<file path="src/rtl/shader_program_scheduler_if.sv">
// Handshake and memory-port bundle between the SPI instruction stream,
// the program scheduler and the shader instruction memory.
interface shader_program_scheduler_if #(
  parameter int INSTR_W = 8
);
  logic               wr_valid_i;
  logic [INSTR_W-1:0] wr_instr_i;
  logic               wr_ready_o;
  logic               abort_i;
  logic               vblank_i;
  logic               exec_busy_i;
  logic               mem_shift_o;
  logic               mem_load_o;
  logic [INSTR_W-1:0] mem_instr_o;
  logic               pending_o;
  logic               swap_done_o;
  logic [7:0]         swap_count_o;
  logic               overflow_o;

  modport master (
    output wr_valid_i, wr_instr_i, abort_i, vblank_i, exec_busy_i,
    input  wr_ready_o, mem_shift_o, mem_load_o, mem_instr_o,
           pending_o, swap_done_o, swap_count_o, overflow_o
  );

  modport slave (
    input  wr_valid_i, wr_instr_i, abort_i, vblank_i, exec_busy_i,
    output wr_ready_o, mem_shift_o, mem_load_o, mem_instr_o,
           pending_o, swap_done_o, swap_count_o, overflow_o
  );
endinterface

</file>
<file path="src/rtl/shader_program_scheduler.sv">
// Stages a complete shader program from the SPI receiver and copies it into
// the shader instruction memory in one burst while blanking and idle.
module shader_program_scheduler #(
  parameter int NUM_INSTR = 12,
  parameter int INSTR_W   = 8
) (
  input logic                       clk_i,
  input logic                       rst_ni,
  shader_program_scheduler_if.slave bus
);

  localparam int               PTR_W    = $clog2(NUM_INSTR);
  localparam logic [PTR_W-1:0] LAST_IDX = PTR_W'(NUM_INSTR - 1);

  typedef enum logic [1:0] {
    IDLE,
    FILL,
    PENDING,
    COPY
  } state_t;

  state_t             state;
  state_t             state_next;
  logic [PTR_W-1:0]   wp;
  logic [PTR_W-1:0]   rp;
  logic [INSTR_W-1:0] stage_buf [NUM_INSTR];

  logic               wr_ready;
  logic               accept;
  logic               copy_step;
  logic               copy_drain;

  logic               mem_strobe_q;
  logic [INSTR_W-1:0] mem_instr_q;
  logic               pending_q;
  logic               swap_done_q;
  logic [7:0]         swap_count_q;
  logic               overflow_q;

  assign wr_ready = (state == IDLE) || (state == FILL);

  assign bus.wr_ready_o   = wr_ready;
  assign bus.mem_shift_o  = mem_strobe_q;
  assign bus.mem_load_o   = mem_strobe_q;
  assign bus.mem_instr_o  = mem_instr_q;
  assign bus.pending_o    = pending_q;
  assign bus.swap_done_o  = swap_done_q;
  assign bus.swap_count_o = swap_count_q;
  assign bus.overflow_o   = overflow_q;

  always_ff @(posedge clk_i or negedge rst_ni) begin
    if (!rst_ni) begin
      state <= IDLE;
    end else begin
      state <= state_next;
    end
  end

  // The strobe register doubles as the copy phase marker: once rp has wrapped
  // the strobe falls for one drain cycle, then the swap is reported.
  always_comb begin
    state_next = state;
    accept     = 1'b0;
    copy_step  = 1'b0;
    copy_drain = 1'b0;
    unique case (state)
      IDLE: begin
        if (bus.wr_valid_i && !bus.abort_i) begin
          accept     = 1'b1;
          state_next = FILL;
        end
      end
      FILL: begin
        if (bus.abort_i) begin
          state_next = IDLE;
        end else if (bus.wr_valid_i) begin
          accept = 1'b1;
          if (wp == LAST_IDX) begin
            state_next = PENDING;
          end
        end
      end
      PENDING: begin
        if (bus.abort_i) begin
          state_next = IDLE;
        end else if (bus.vblank_i && !bus.exec_busy_i) begin
          copy_step  = 1'b1;
          state_next = COPY;
        end
      end
      COPY: begin
        if (mem_strobe_q) begin
          copy_step = (rp != '0);
        end else begin
          copy_drain = 1'b1;
          state_next = IDLE;
        end
      end
      default: state_next = IDLE;
    endcase
  end

  always_ff @(posedge clk_i) begin
    if (accept) begin
      stage_buf[wp] <= bus.wr_instr_i;
    end
  end

  always_ff @(posedge clk_i or negedge rst_ni) begin
    if (!rst_ni) begin
      wp           <= '0;
      rp           <= '0;
      mem_strobe_q <= 1'b0;
      mem_instr_q  <= '0;
      pending_q    <= 1'b0;
      swap_done_q  <= 1'b0;
      swap_count_q <= '0;
      overflow_q   <= 1'b0;
    end else begin
      if (accept) begin
        wp <= (wp == LAST_IDX) ? '0 : wp + 1'b1;
      end else if (bus.abort_i && (state == FILL || state == PENDING)) begin
        wp <= '0;
      end

      if (copy_step) begin
        rp <= (rp == LAST_IDX) ? '0 : rp + 1'b1;
      end

      mem_strobe_q <= copy_step;
      mem_instr_q  <= copy_step ? stage_buf[rp] : '0;
      pending_q    <= (state_next == PENDING);
      swap_done_q  <= copy_drain;
      if (copy_drain) begin
        swap_count_q <= swap_count_q + 8'd1;
      end

      // Abort outside a copy clears the sticky flag even if a write collides.
      if (bus.abort_i && state != COPY) begin
        overflow_q <= 1'b0;
      end else if (bus.wr_valid_i && !wr_ready) begin
        overflow_q <= 1'b1;
      end
    end
  end

endmodule
</file>
<file path="src/flat_wrapper.sv">
// flat-port wrapper written by rule: the top's interface ports become plain ports
module shader_program_scheduler_flat 
#(
  parameter int NUM_INSTR = 12,
  parameter int INSTR_W   = 8
)
  (clk_i, rst_ni, bus_wr_valid_i, bus_wr_instr_i, bus_abort_i, bus_vblank_i, bus_exec_busy_i, bus_wr_ready_o, bus_mem_shift_o, bus_mem_load_o, bus_mem_instr_o, bus_pending_o, bus_swap_done_o, bus_swap_count_o, bus_overflow_o);
  shader_program_scheduler_if #(.INSTR_W(INSTR_W)) bus_i ();
  input logic clk_i;
  input logic rst_ni;
  input wire logic [$bits(bus_i.wr_valid_i)-1:0] bus_wr_valid_i;
  input wire logic [$bits(bus_i.wr_instr_i)-1:0] bus_wr_instr_i;
  input wire logic [$bits(bus_i.abort_i)-1:0] bus_abort_i;
  input wire logic [$bits(bus_i.vblank_i)-1:0] bus_vblank_i;
  input wire logic [$bits(bus_i.exec_busy_i)-1:0] bus_exec_busy_i;
  output wire logic [$bits(bus_i.wr_ready_o)-1:0] bus_wr_ready_o;
  output wire logic [$bits(bus_i.mem_shift_o)-1:0] bus_mem_shift_o;
  output wire logic [$bits(bus_i.mem_load_o)-1:0] bus_mem_load_o;
  output wire logic [$bits(bus_i.mem_instr_o)-1:0] bus_mem_instr_o;
  output wire logic [$bits(bus_i.pending_o)-1:0] bus_pending_o;
  output wire logic [$bits(bus_i.swap_done_o)-1:0] bus_swap_done_o;
  output wire logic [$bits(bus_i.swap_count_o)-1:0] bus_swap_count_o;
  output wire logic [$bits(bus_i.overflow_o)-1:0] bus_overflow_o;
  assign bus_i.wr_valid_i = bus_wr_valid_i;
  assign bus_i.wr_instr_i = bus_wr_instr_i;
  assign bus_i.abort_i = bus_abort_i;
  assign bus_i.vblank_i = bus_vblank_i;
  assign bus_i.exec_busy_i = bus_exec_busy_i;
  assign bus_wr_ready_o = bus_i.wr_ready_o;
  assign bus_mem_shift_o = bus_i.mem_shift_o;
  assign bus_mem_load_o = bus_i.mem_load_o;
  assign bus_mem_instr_o = bus_i.mem_instr_o;
  assign bus_pending_o = bus_i.pending_o;
  assign bus_swap_done_o = bus_i.swap_done_o;
  assign bus_swap_count_o = bus_i.swap_count_o;
  assign bus_overflow_o = bus_i.overflow_o;
  shader_program_scheduler #(.NUM_INSTR(NUM_INSTR), .INSTR_W(INSTR_W)) u_core (.clk_i(clk_i), .rst_ni(rst_ni), .bus(bus_i));
endmodule
</file>
<file path="config.mk">
export PLATFORM = sky130hd
export DESIGN_NAME = shader_program_scheduler_flat
export DESIGN_NICKNAME = d
export VERILOG_FILES = /design/src/rtl/shader_program_scheduler_if.sv /design/src/rtl/shader_program_scheduler.sv /design/src/flat_wrapper.sv
export SDC_FILE = /design/constraint.sdc
export NUM_CORES = 1
export LEC_CHECK = 0
export ABC_CLOCK_PERIOD_IN_PS = 5250
export CAP_MARGIN = 10
export CELL_PAD_IN_SITES_DETAIL_PLACEMENT = 1
export CELL_PAD_IN_SITES_GLOBAL_PLACEMENT = 2
export CORE_MARGIN = 2
export CORE_UTILIZATION = 50
export CTS_CLUSTER_SIZE = 28
export DETAILED_ROUTE_END_ITERATION = 7
export DONT_BUFFER_PORTS = 1
export GPL_TIMING_DRIVEN = 0
export PLACE_DENSITY_LB_ADDON = 0.1
export SLEW_MARGIN = 40
export SYNTH_ARGS = -nofsm -noshare
export SYNTH_HDL_FRONTEND = slang
export SYNTH_SLANG_ARGS = --single-unit
</file>
<file path="constraint.sdc">
create_clock -name clk_i -period 5.25 [get_ports clk_i]
set_clock_uncertainty 0.1 [all_clocks]
set_input_delay 0.525 -clock clk_i [delete_from_list [all_inputs] [get_ports clk_i]]
set_output_delay 0.525 -clock clk_i [all_outputs]
set_load 0.05 [all_outputs]
</file>
==> impl_summary.md, run 1 <==
Setup path
The critical path in this run is classified as flip-flop to flip-flop. In this run the worst setup path begins at u_core.state[0]. The critical path launch point type is a flip-flop. The delay of the slowest cell on the worst path is a little over 0.6 ns. The number of buffers and inverters on the critical path is 1. The kind of cell adding the most delay to the critical path is simple AND/OR/NAND/NOR gates. In this run the critical register-to-register path is launched from u_core.state[0]. The data arrival time of the critical path is about 2.7 ns.

The maximum fanout along the worst path is 9. The slowest cell on the critical path is nor3_2. The critical path data required time is 5.30 ns. Counting stages on the worst path, the most repeated cell is nor2_1. Walking the worst path, the cells encountered are inv_1, ha_1, nor2_1, nor2_1, nand2_1, nor3_2. STA classifies the critical path endpoint as a flip-flop.

Floorplanning
The overall die height is ~110 um. The horizontal die dimension is 106 um. The floorplan has 37 rows. Pin placement for this block handled 36 I/O pins. The total area inside the core boundary comes to 10200 um2. The floorplan die area is 11200 um2. The initial cell density of the core is 51.0%.

Synth
The register bit total from synthesis is roughly 130. The share of the Yosys chip area taken by registers is between 60 and 70%. After synthesis, the cell types taking the most area are edfxtp_1 (55%), dfrtp_1 (14%), mux4_2 (6.5%), mux4_1 (4.5%), ha_1 (2.6%). Yosys mapped the design onto 45 distinct sky130hd cell types. The mapped cell area is around 5200 um2.

The synthesized area per cell is 18.2 um2. In the synthesized netlist the dominant register cell turns out to be edfxtp_1. The synthesized design contains 96 enable-type register cells. In the synthesized netlist the async set-or-reset flop fraction comes to approximately a quarter. The synthesized netlist cell count is ~290. When the netlist entered floorplanning its net count stood at just over 300. The cell taking the most area after synthesis is edfxtp_1. The area fraction of the dominant cell type after synthesis is a little under three fifths. The Yosys step of the flow raised 0 warnings.

Clock tree
The number of buffers created by CTS is 17. The clock latency on the worst-skew pair is 0.53 ns. The clock root buffer master is clkbuf_8. Clock-pin slew was measured on the worst setup and hold paths at 0.06 ns. The number of gates resized after CTS was 0. The clock passes through at most 2 buffers. The CTS tree is done. CTS saw 126 sinks. The H-tree was split into 4 levels.

Timing
Setup repair after global routing left no endpoint under its margin. For the pin with the worst max-slew slack, the measured transition is roughly 0.77 ns. On the final layout, the worst hold slack is roughly 0.09 ns. The final-report max-slew violation count is 0. Summed over all failing endpoints, the final setup total negative slack is 0 ns. The worst path in the final design needs a cycle of roughly 2.7 ns, including I/O delays and setup. The total setup violations reported at the end of the flow is 0. The max-slew headroom at the worst pin is 48.7%. The worst path uses approximately 51% of the clock period. The maximum clock rate is between 0.3 and 0.4 GHz. The final-report hold violation count is 0.

Global route
The aggregate global-route resource usage is 20.5%. The number of antenna violations at the first check in global routing came to 2. The global route total overflow is 0. The maximum number of pins on one net before global-route repair is 31. The number of global-route vias before repair is between 2000 and 3000.

The first global-routing pass estimated ~16 mm of wire.

Placement
The congestion estimate from routability-driven global placement came to 0.743. The count of buffers from port buffering is 0. Counting tap cells, the placed design contains a total of approximately 420 instances. The detailed-placement wirelength estimate is roughly 6.6 mm.

Route
The routed design has about 10 mm of wire. In the final routed layout, each cell accounts on average for approximately 22 um. The pre-antenna-repair detailed-routing pass consisted of 4 iterations. After detailed routing, the number of remaining DRC violations is 0. The via count is ~2600.

The DRC marker count from the first detailed-route iteration is 119. Dividing the detail-routed via count by the number of cells gives 5.62. The post-route antenna net violation count is 0.

Final layout
From synthesis to final layout, the design area changed by 16.6%. The fraction of final layout cells with drive strength greater than 1 is between 20% and 30%. The final standard cell count with taps included and fillers excluded is ~470.

At the end of the flow the core is filled with cells to ~60%. After filler insertion, the fill cell instance count of the layout stands at 900. After the last flow step, the layout net total stands at ~340.

Worst hold path
In this run the most critical hold path is launched from bus_wr_valid_i. In this run the worst hold path is classified as primary input to flip-flop.

Power and ir drop
In this run the static leakage power is 2.27 nW. The power density over cell area is 400 nW/um2. The worst-case vdd ir drop is around 0.28 mV.

Flow run
The number of violations of the max-capacitance limit is 0.

Outcome
The run finished with clean final reports.
## final cells by class
type                    count  area [um2]  area share, %
flip-flops and latches    126        3630           60.0
multi-input cells         139        1450           23.9
clock buffers              17         414           6.83
well taps                 136         170           2.81
clock inverters            15         149           2.46
repair buffers             11         120           1.98
plain buffers              10        77.6           1.28
inverters                  11        41.3          0.681
diodes                      2        5.00         0.0826
## registers in the layout, indices dropped and copies added (netlist names)
name	cells
u_core.bus.pending_o	1
u_core.stage_buf	96
u_core.rp	4
u_core.state	2
u_core.bus.swap_count_o	8
u_core.bus.mem_instr_o	8
u_core.wp	4
u_core.bus.overflow_o	1
u_core.bus.mem_load_o	1
u_core.bus.swap_done_o	1
## cells in the mapped netlist (4+ instances only)
cell type / n
edfxtp_1: 96
dfrtp_1: 30
mux4_2: 15
nor2_1: 12
ha_1: 11
mux2_2: 11
inv_1: 10
mux4_1: 9
nand2_1: 9
mux2i_1: 8
and2_1: 7
xnor2_1: 7
nand3_1: 6
a21oi_1: 5
and3_1: 5
buf_2: 4
o21ai_0: 4
## worst reg2reg max path: stages (launching register included)
cell and delay [ns]:
dfrtp_1 0.41, inv_1 0.16, ha_1 0.27, nor2_1 0.15, nor2_1 0.43, nand2_1 0.18
nor3_2 0.61
## cell usage in the layout, fill, tap and decap left out, types with 2 or more instances in the layout
cell and instances:
mux2_2 11, buf_12 2, clkbuf_16 16, dfrtp_1 30, inv_6 7, a22o_1 2
inv_1 10, xnor2_1 7, o21ai_0 4, mux4_2 15, mux4_1 9, nand2b_1 3
nand3_1 6, ha_1 11, diode_2 2, inv_8 2, nand4_1 2, edfxtp_1 96
buf_2 4, nand2_1 9, nor2_1 12, clkinvlp_4 4, and2_1 7, nor4b_1 2
nor2b_1 3, dlygate4sd3_1 10, mux2i_1 8, buf_4 3, a21oi_1 5, and3_1 5
## per-layer routing
| metal | GRT usage (%) | wire length (um) | vias up |
|---|---|---|---|
| met3 | 7.91 | 425 | 8 |
| met1 | 27.5 | 4710 | 1374 |
| met2 | 30.9 | 4920 | 50 |
| met4 | 6.95 | 91 | 0 |
| li1 | - | - | 1194 |
| met5 | 0 | 0 | - |
## worst paths after layout
check                                             to  slack (ns)  cells after the start
max in group asynchronous       u_core.bus.pending_o        4.54                      2
max                           u_core.stage_buf[3][4]        2.56                      6
min                            u_core.bus.overflow_o        0.09                      2
min in group asynchronous  u_core.bus.mem_instr_o[3]        0.33                      2
min reg2reg                             u_core.wp[0]        0.50                      1
max reg2reg                   u_core.stage_buf[3][4]        2.56                      6
## power breakdown
| part | switching, W | internal (W) | total [W] |
|---|---|---|---|
| Sequential | 0.0000293 | 0.00112 | 0.00115 |
| Combinational | 0.000109 | 0.0000601 | 0.000169 |
| Clock | 0.000466 | 0.000642 | 0.00111 |
| Total | 0.000604 | 0.00182 | 0.00242 |
## logic make-up after synthesis
| kind of cell | synth area share (%) |
|---|---|
| xor gates and xnor gates | 1.35 |
| DFF | 69.9 |
| AOI/OAI and AO/OA | 2.74 |
| adders and majority gates | 2.65 |
| and+or+nand+nor | 6.09 |
| buffers and inverters | 2.29 |
| muxes | 15.0 |
## per-stage QoR
stage	instance area (um2)	worst slack, ns	power (W)
3_3_place_gp	5370	2.10	0.00131
2_1_floorplan	5200	2.93	0.00127
4_1_cts	6060	2.50	0.00245
6_report	6060	2.56	0.00242
5_1_grt	6060	2.26	0.00251
3_5_place_dp	5370	2.57	0.00131
## timing repair
action / in CTS / in global routing
hold buffers: 11 / 0
hold endpoints to repair: 127 / 0
setup buffers: 0 / 0
endpoints found under the setup margin: 0 / 0
Note: power is estimated with default switching activity, not from simulation.
==> inputs of run 2 (changes only) <==
- ABC_CLOCK_PERIOD_IN_PS: 5250 -> 2270
- CORE_UTILIZATION: 50 -> 43
- clock period: 5.25 -> 2.27 ns (I/O delays scaled with it)
==> run 2 against run 1 <==
Against the previous run: clock-buffer cell count increased by 1; sequential share of layout area decreased by 1.0 points; first-iteration DRC count up 39%; cell count is 2.8% higher; global-route usage is 3.0 points lower; largest cell class unchanged.
==> impl_summary.md, run 2 (synthesis gave the netlist of run 1 again) <==
Power and ir drop
The share of power burned in the clock network was 44.1% (-1.6 points). The internal power came to 0.00422 W (+130%). The power density over cell area is 894 nW/um2 (+120%).

The switching part of the total power is 23.5% (-1.4 points). The switching power summed over all nets came to 0.00130 W (+110%). The power share of the combinational group is 7.9% (+0.9 points). The leakage power is 2.28 nW (+0.40%). The sequential share of power is 48.0% (+0.7 points). The worst-case vdd ir drop is 0.547 mV (+97%).

Setup path
The start-to-end type of the worst setup path is flip-flop to flip-flop. The worst setup path is captured at a flip-flop. The count of cells along the worst register-to-register path is 7 (+1). The critical path capture point is u_core.rp[1]. The timing startpoint of the critical path is u_core.rp[1]. The slowest cell on the critical path is dfrtp_1. The kind of cell adding the most delay to the critical path is flip-flops. The data arrival time of the critical path was 2.35 ns (-0.39 ns). The critical path launch point type is a flip-flop. The register-to-register path setup slack came to 0.11 ns (-2.45 ns). Walking the worst path, the cells encountered are buf_6, buf_8, inv_1, ha_1, or3b_4, a31oi_4, mux2_2.

The maximum fanout along the worst path is 19 (+10). The delay of the slowest cell on the worst path was 0.40 ns (-0.21 ns). The launching point of the worst reg2reg path is u_core.rp[1].

The count of buffering cells on the critical path with inverters included was 3 (+2). The worst register-to-register path ends at u_core.rp[1]. The path length in cells of the critical path was 7 (+1). The critical path data required time is 2.46 ns (-2.84 ns).

Route
The via count normalized by instance count is 5.50 (-2.2%). The post-detailed-route wirelength per cell is 21.3 um (-2.0%). The via count is 2641 (+0.57%). The DRC marker count from the first detailed-route iteration is 166 (+39%).

The number of remaining DRC errors is 0 (unchanged). The total wire length was 10.2 mm (+0.69%). The post-route antenna net violation count is 0 (unchanged). The iteration count of the initial detailed-routing pass is 4 (unchanged).

Clock tree
The number of buffers created by CTS was 17 (unchanged). TritonCTS built the clock tree. The maximum clock path buffer count came to 2 (unchanged). The clock-pin slew on the worst setup and hold paths came to 0.06 ns (about the same). The clock latency on the worst-skew pair is 0.41 ns (-0.12 ns).

The TritonCTS sink count is 126 (unchanged). The CTS H-tree depth is 4 (unchanged). The root buffer cell chosen for the clock tree is clkbuf_16.

Final layout
The most common library cell in the layout ignoring fill and taps is edfxtp_1. The layout overhead on the synthesized area is 18.6%. The fraction of final layout cells with drive strength greater than 1 is 25.3% (+3.4 points). The combined area of the multi-input logic cells came to 1510 um2 (+4.1%). The number of flip-flops in the largest register came to 96 (unchanged). The final standard cell count with taps included and fillers excluded came to 480 (+2.8%). The final net count is 344 (+0.88%). The total of fill cells in the finished design is 1098 (+22%). The library cells used most frequently in the layout, excluding fill and tap cells, are edfxtp_1 (96), dfrtp_1 (30), clkbuf_16 (17). The register area came to 3630 um2 (unchanged). The top register by number of flip-flops is u_core.stage_buf.

Global route
The wire length of the first global-routing pass is 16.3 mm (-0.84%). The aggregate global-route resource usage came to 17.5% (-3.0 points). The number of antenna violations at the first check in global routing is 1 (-1).

The maximum number of pins on one net before global-route repair is 31 (unchanged). The global route total overflow is 0 (unchanged). The number of global-route vias before repair came to 2834 (-0.84%).

Floorplanning
The total I/O pin count came to 36 (unchanged). The overall die height is 114 um (+7.5%). The floorplan die area is 13000 um2 (+16%).

The horizontal die dimension is 114 um (+7.5%). The core area is 11900 um2 (+17%). The floorplan row count is 40 (+8.1%). The initial cell density of the core is 43.6% (-7.4 points).

Timing
The maximum clock rate is 0.463 GHz (+25%). The final-report hold violation count is 0 (unchanged). The slew at the pin closest to its max-slew limit is 0.623 ns (-0.142 ns).

Setup repair after global routing left no endpoint under its margin. The worst hold margin is 0.106 ns (+0.0133 ns). The final worst slack is 0.111 ns (-2.45 ns). The total setup violations reported at the end of the flow is 0 (unchanged). The post-route clock period utilization is 95.1% (+44 points). The max-slew headroom at the worst pin is 58.4% (+9.7 points). The final-report max-slew violation count is 0 (unchanged).

The final critical path time including I/O delays and setup is 2.16 ns (-0.530 ns).

Outcome
The flow ran to the end, and the final reports show no timing, DRC or antenna violations.

Placement
The final weighted congestion in routability-driven placement is 0.730 (-1.7%). The count of buffers from port buffering came to 0 (unchanged). The worst slack at placement was -0.497 ns (-3.07 ns). The instance count after placement with tap cells included is 433 (+2.6%).

The detailed-placement wirelength estimate is 6.56 mm (-0.80%).

Worst hold path
The kind of path behind the tightest hold check is primary input to flip-flop.

Flow run
The number of violations of the max-capacitance limit is 0 (unchanged).
-- run 2: worst min path at each step --
| stage | from | endpoint | slack (ns) | cells past startpoint |
|---|---|---|---|---|
| final | bus_abort_i | u_core.state[1] | 0.11 | 4 |
| after global routing | bus_abort_i | u_core.state[1] | 0.14 | 4 |
| after CTS | bus_abort_i | u_core.state[1] | 0.08 | 4 |
| after detailed placement | rst_ni | u_core.bus.mem_instr_o[7] | -0.17 | 0 |
| after global placement | rst_ni | u_core.bus.mem_instr_o[7] | -0.17 | 0 |
| after floorplan | rst_ni | u_core.bus.mem_instr_o[0] | -0.17 | 0 |
-- run 2: metal layers --
layer	part of all wire, %	GRT usage [%]	up-vias
met2	46	25.8	54
met5	0	0	-
met3	3.9	5.53	12
met4	1.4	6.10	0
li1	-	-	1194
met1	49	24.7	1381
-- run 2: area by class of cell --
type	count	area share, %
flip-flops and latches	126	59.0
multi-input cells	139	24.5
clock buffers	18	6.96
repair buffers	17	3.13
well taps	147	2.98
clock inverters	14	1.66
plain buffers	7	1.12
inverters	11	0.670
diodes	1	0.0406
-- run 2: tightest hold or removal path: cells and delay by family --
kind	cells	cell delay (ns)
compound gates	1	0.08
simple gates	3	0.26
-- run 2: repair_timing --
action                     CTS  global route
pin swaps                    2             1
hold endpoints to repair   132             0
setup endpoints to repair  109            21
gates resized for setup     21             9
buffers inserted             3             2
hold buffers                12             0
-- run 2: power by group through the flow --
stage                     clock (W)  combinational [W]  sequential [W]
final                       0.00243           0.000434         0.00265
after global routing        0.00257           0.000487         0.00266
after CTS                   0.00249           0.000433         0.00265
after detailed placement          0           0.000346         0.00269
after global placement            0           0.000342         0.00269
after floorplan                   0           0.000259         0.00268
-- run 2: through the flow --
stage,instance area [um2],total power [W],utilization (%),setup TNS (ns)
finish,6160,0.00551,51.7,0
global route,6160,0.00572,51.7,0
CTS,6150,0.00557,51.6,0
detailed placement,5390,0.00304,45.2,-25.10
global placement,5390,0.00303,45.2,-23.24
floorplan,5200,0.00294,-,0
==> inputs of run 3 (changes only) <==
- PLACE_DENSITY: default -> 0.71
- PLACE_DENSITY_LB_ADDON: 0.1 -> default
==> run 3 against run 2 <==
Against the previous run: critical path depth unchanged; critical path type unchanged; wire length increased by 2.5%; worst hold slack got worse by 0.014 ns; sequential power about the same; clock-buffer cell count increased by 4; largest power group is now the clock network; worst setup slack got worse by 0.026 ns; die area unchanged; sequential share of layout area decreased by 0.64 points; clock power increased by 11%; via count decreased by 1.4%.
==> impl_summary.md, run 3 (synthesis gave the netlist of run 1 again) <==
Outcome
The run finished with clean final reports.

Floorplanning
The floorplan row count was 40 (unchanged). The total I/O pin count came to 36 (unchanged). The horizontal die dimension is 114 um (unchanged). The core area came to 11900 um2 (unchanged). The floorplan die area is 13000 um2 (unchanged). The initial cell density of the core was 43.6% (unchanged). The overall die height is 114 um (unchanged).

Power and ir drop
The leakage power is 2.32 nW (+1.9%). The worst-case vdd ir drop is 0.549 mV (+0.34%). The power density over cell area was 925 nW/um2 (+3.4%).

Clock tree
The number of buffers created by CTS is 17 (unchanged). The TritonCTS sink count was 126 (unchanged). The maximum clock path buffer count is 2 (unchanged). The clock latency on the worst-skew pair was 0.42 ns (about the same).

The CTS tree is done. The clock root buffer master is clkbuf_16. The clock-pin slew on the worst setup and hold paths is 0.06 ns (about the same).

The CTS H-tree depth came to 4 (unchanged).

Placement
The final weighted congestion in routability-driven placement is 0.755 (+3.4%). The worst slack at placement came to -0.438 ns (+0.0596 ns). The count of buffers from port buffering is 0 (unchanged).

The detailed-placement wirelength estimate is 6.52 mm (-0.64%). The instance count after placement with tap cells included is 433 (unchanged).

Setup path
The data arrival time of the critical path is 2.39 ns (+0.04 ns). STA classifies the critical path endpoint as a flip-flop. The register-to-register path setup slack is 0.09 ns (-0.03 ns). The worst setup path is launched from a flip-flop. The start-to-end type of the worst setup path is flip-flop to flip-flop.

The slowest cell on the critical path is dfrtp_2. Walking the worst path, the cells encountered are buf_12, inv_1, ha_1, or3b_4, a31oi_4, buf_4, mux2_2. The count of buffering cells on the critical path with inverters included was 3 (unchanged). The critical path data required time is 2.48 ns (+0.02 ns).

The delay of the slowest cell on the worst path came to 0.45 ns (+0.05 ns). The maximum fanout along the worst path was 14 (-5). The kind of cell adding the most delay to the critical path is flip-flops.

Worst hold path
The kind of path behind the tightest hold check is primary input to flip-flop.

Final layout
The total of fill cells in the finished design is 1087 (-1.0%). The fraction of final layout cells with drive strength greater than 1 is 26.9% (+1.6 points). The library cells used most frequently in the layout, excluding fill and tap cells, are edfxtp_1 (96), dfrtp_1 (29), clkbuf_16 (18).

The library cell used most frequently in the layout, excluding fill and tap cells, is edfxtp_1. The final standard cell count with taps included and fillers excluded came to 479 (-0.21%). From synthesis to final layout, the design area changed by 19.9%. The post-layout utilization of the core is 52.3% (+0.59 points). The number of flip-flops in the largest register is 96 (unchanged). The final net count came to 343 (-0.29%).

More flip-flops sit in one register than any other, and that register is u_core.stage_buf.

Timing
The final critical path time including I/O delays and setup was 2.18 ns (+0.0256 ns). The post-route clock period utilization was 96.2% (+1.1 points). The max-slew headroom at the worst pin came to 57.9% (-0.53 points). The final worst slack is 0.0857 ns (-0.0256 ns).

The total negative slack is 0 ns (unchanged). The total setup violations reported at the end of the flow is 0 (unchanged). The final-report hold violation count is 0 (unchanged). The slew at the pin closest to its max-slew limit was 0.631 ns (+0.00792 ns). The maximum clock rate was 0.458 GHz (-1.2%). The final-report max-slew violation count came to 0 (unchanged).

Global route
The maximum number of pins on one net before global-route repair is 31 (unchanged). The wire length of the first global-routing pass is 16.3 mm (+0.30%). The number of global-route vias before repair was 2796 (-1.3%). The global route total overflow is 0 (unchanged). The aggregate global-route resource usage came to 17.6% (+0.15 points). The number of antenna violations at the first check in global routing is 1 (unchanged).

Route
The via count is 2605 (-1.4%). The DRC marker count from the first detailed-route iteration was 194 (+17%). The post-route antenna net violation count was 0 (unchanged). The via count normalized by instance count is 5.44 (-1.2%).

The total wire length is 10.5 mm (+2.5%). The number of remaining DRC errors is 0 (unchanged). The iteration count of the initial detailed-routing pass was 4 (unchanged).

The post-detailed-route wirelength per cell was 21.9 um (+2.7%).

Flow run
The number of violations of the max-capacitance limit is 0 (unchanged).
==> run 3: changes by cell type in the layout (fill, tap and decap cells not counted), sizes merged <==
cell and change:
clkbuf +5, buf -2, clkinv -3, bufinv +1, clkinvlp -2
==> run 3: metal layers <==
layer	global-route usage, %	up-vias	share of wire, %
li1	-	1191	-
met1	23.8	1355	48
met2	27.1	49	48
met3	5.15	10	3.1
met4	7.07	0	1.1
met5	0	-	0
==> run 3: worst register-to-register path, cell delays in order, from the launching register on <==
cell and delay [ns]:
dfrtp_2 0.45, buf_12 0.18, inv_1 0.08, ha_1 0.14, or3b_4 0.39, a31oi_4 0.25
buf_4 0.15, mux2_2 0.32
==> run 3: final cells by class <==
type,count,area (um2),share of cell area [%]
diodes,1,2.50,0.0401
repair buffers,17,210,3.37
clock buffers,22,484,7.77
flip-flops and latches,126,3630,58.3
clock inverters,10,111,1.79
multi-input cells,139,1510,24.2
plain buffers,6,58.8,0.943
inverters,11,41.3,0.662
well taps,147,184,2.95
==> run 3: power breakdown <==
part | internal [W] | switching (W)
combinational | 0.000157 | 0.000267
sequential | 0.00258 | 0.0000680
clock | 0.00172 | 0.000966
==> run 3: repair_timing <==
item,4_1_cts,5_1_grt
resized for setup,19,10
pin swaps,2,1
setup buffers,3,1
endpoints found under the hold margin,132,0
endpoints found under the setup margin,109,76
hold buffers,12,0
gates cloned,0,1
==> run 3: worst paths after layout <==
check / start / endpoint / depth (start not counted)
setup / recovery: u_core.rp[0] / u_core.rp[1] / 7
hold / removal: bus_abort_i / u_core.state[1] / 4
setup reg to reg: u_core.rp[0] / u_core.rp[1] / 7
hold reg to reg: u_core.wp[0] / u_core.wp[0] / 1
max in group asynchronous: rst_ni / u_core.wp[1] / 2
min in group asynchronous: rst_ni / u_core.bus.mem_instr_o[3] / 2
==> run 3: stage by stage <==
| step | hold slack (ns) | power [W] | instance area, um2 |
|---|---|---|---|
| finish | 0.0913 | 0.00576 | 6230 |
| global route | 0.119 | 0.00597 | 6230 |
| CTS | 0.0855 | 0.00580 | 6200 |
| detailed placement | -0.168 | 0.00303 | 5390 |
| global placement | -0.168 | 0.00302 | 5390 |
| floorplan | -0.169 | 0.00294 | 5200 |
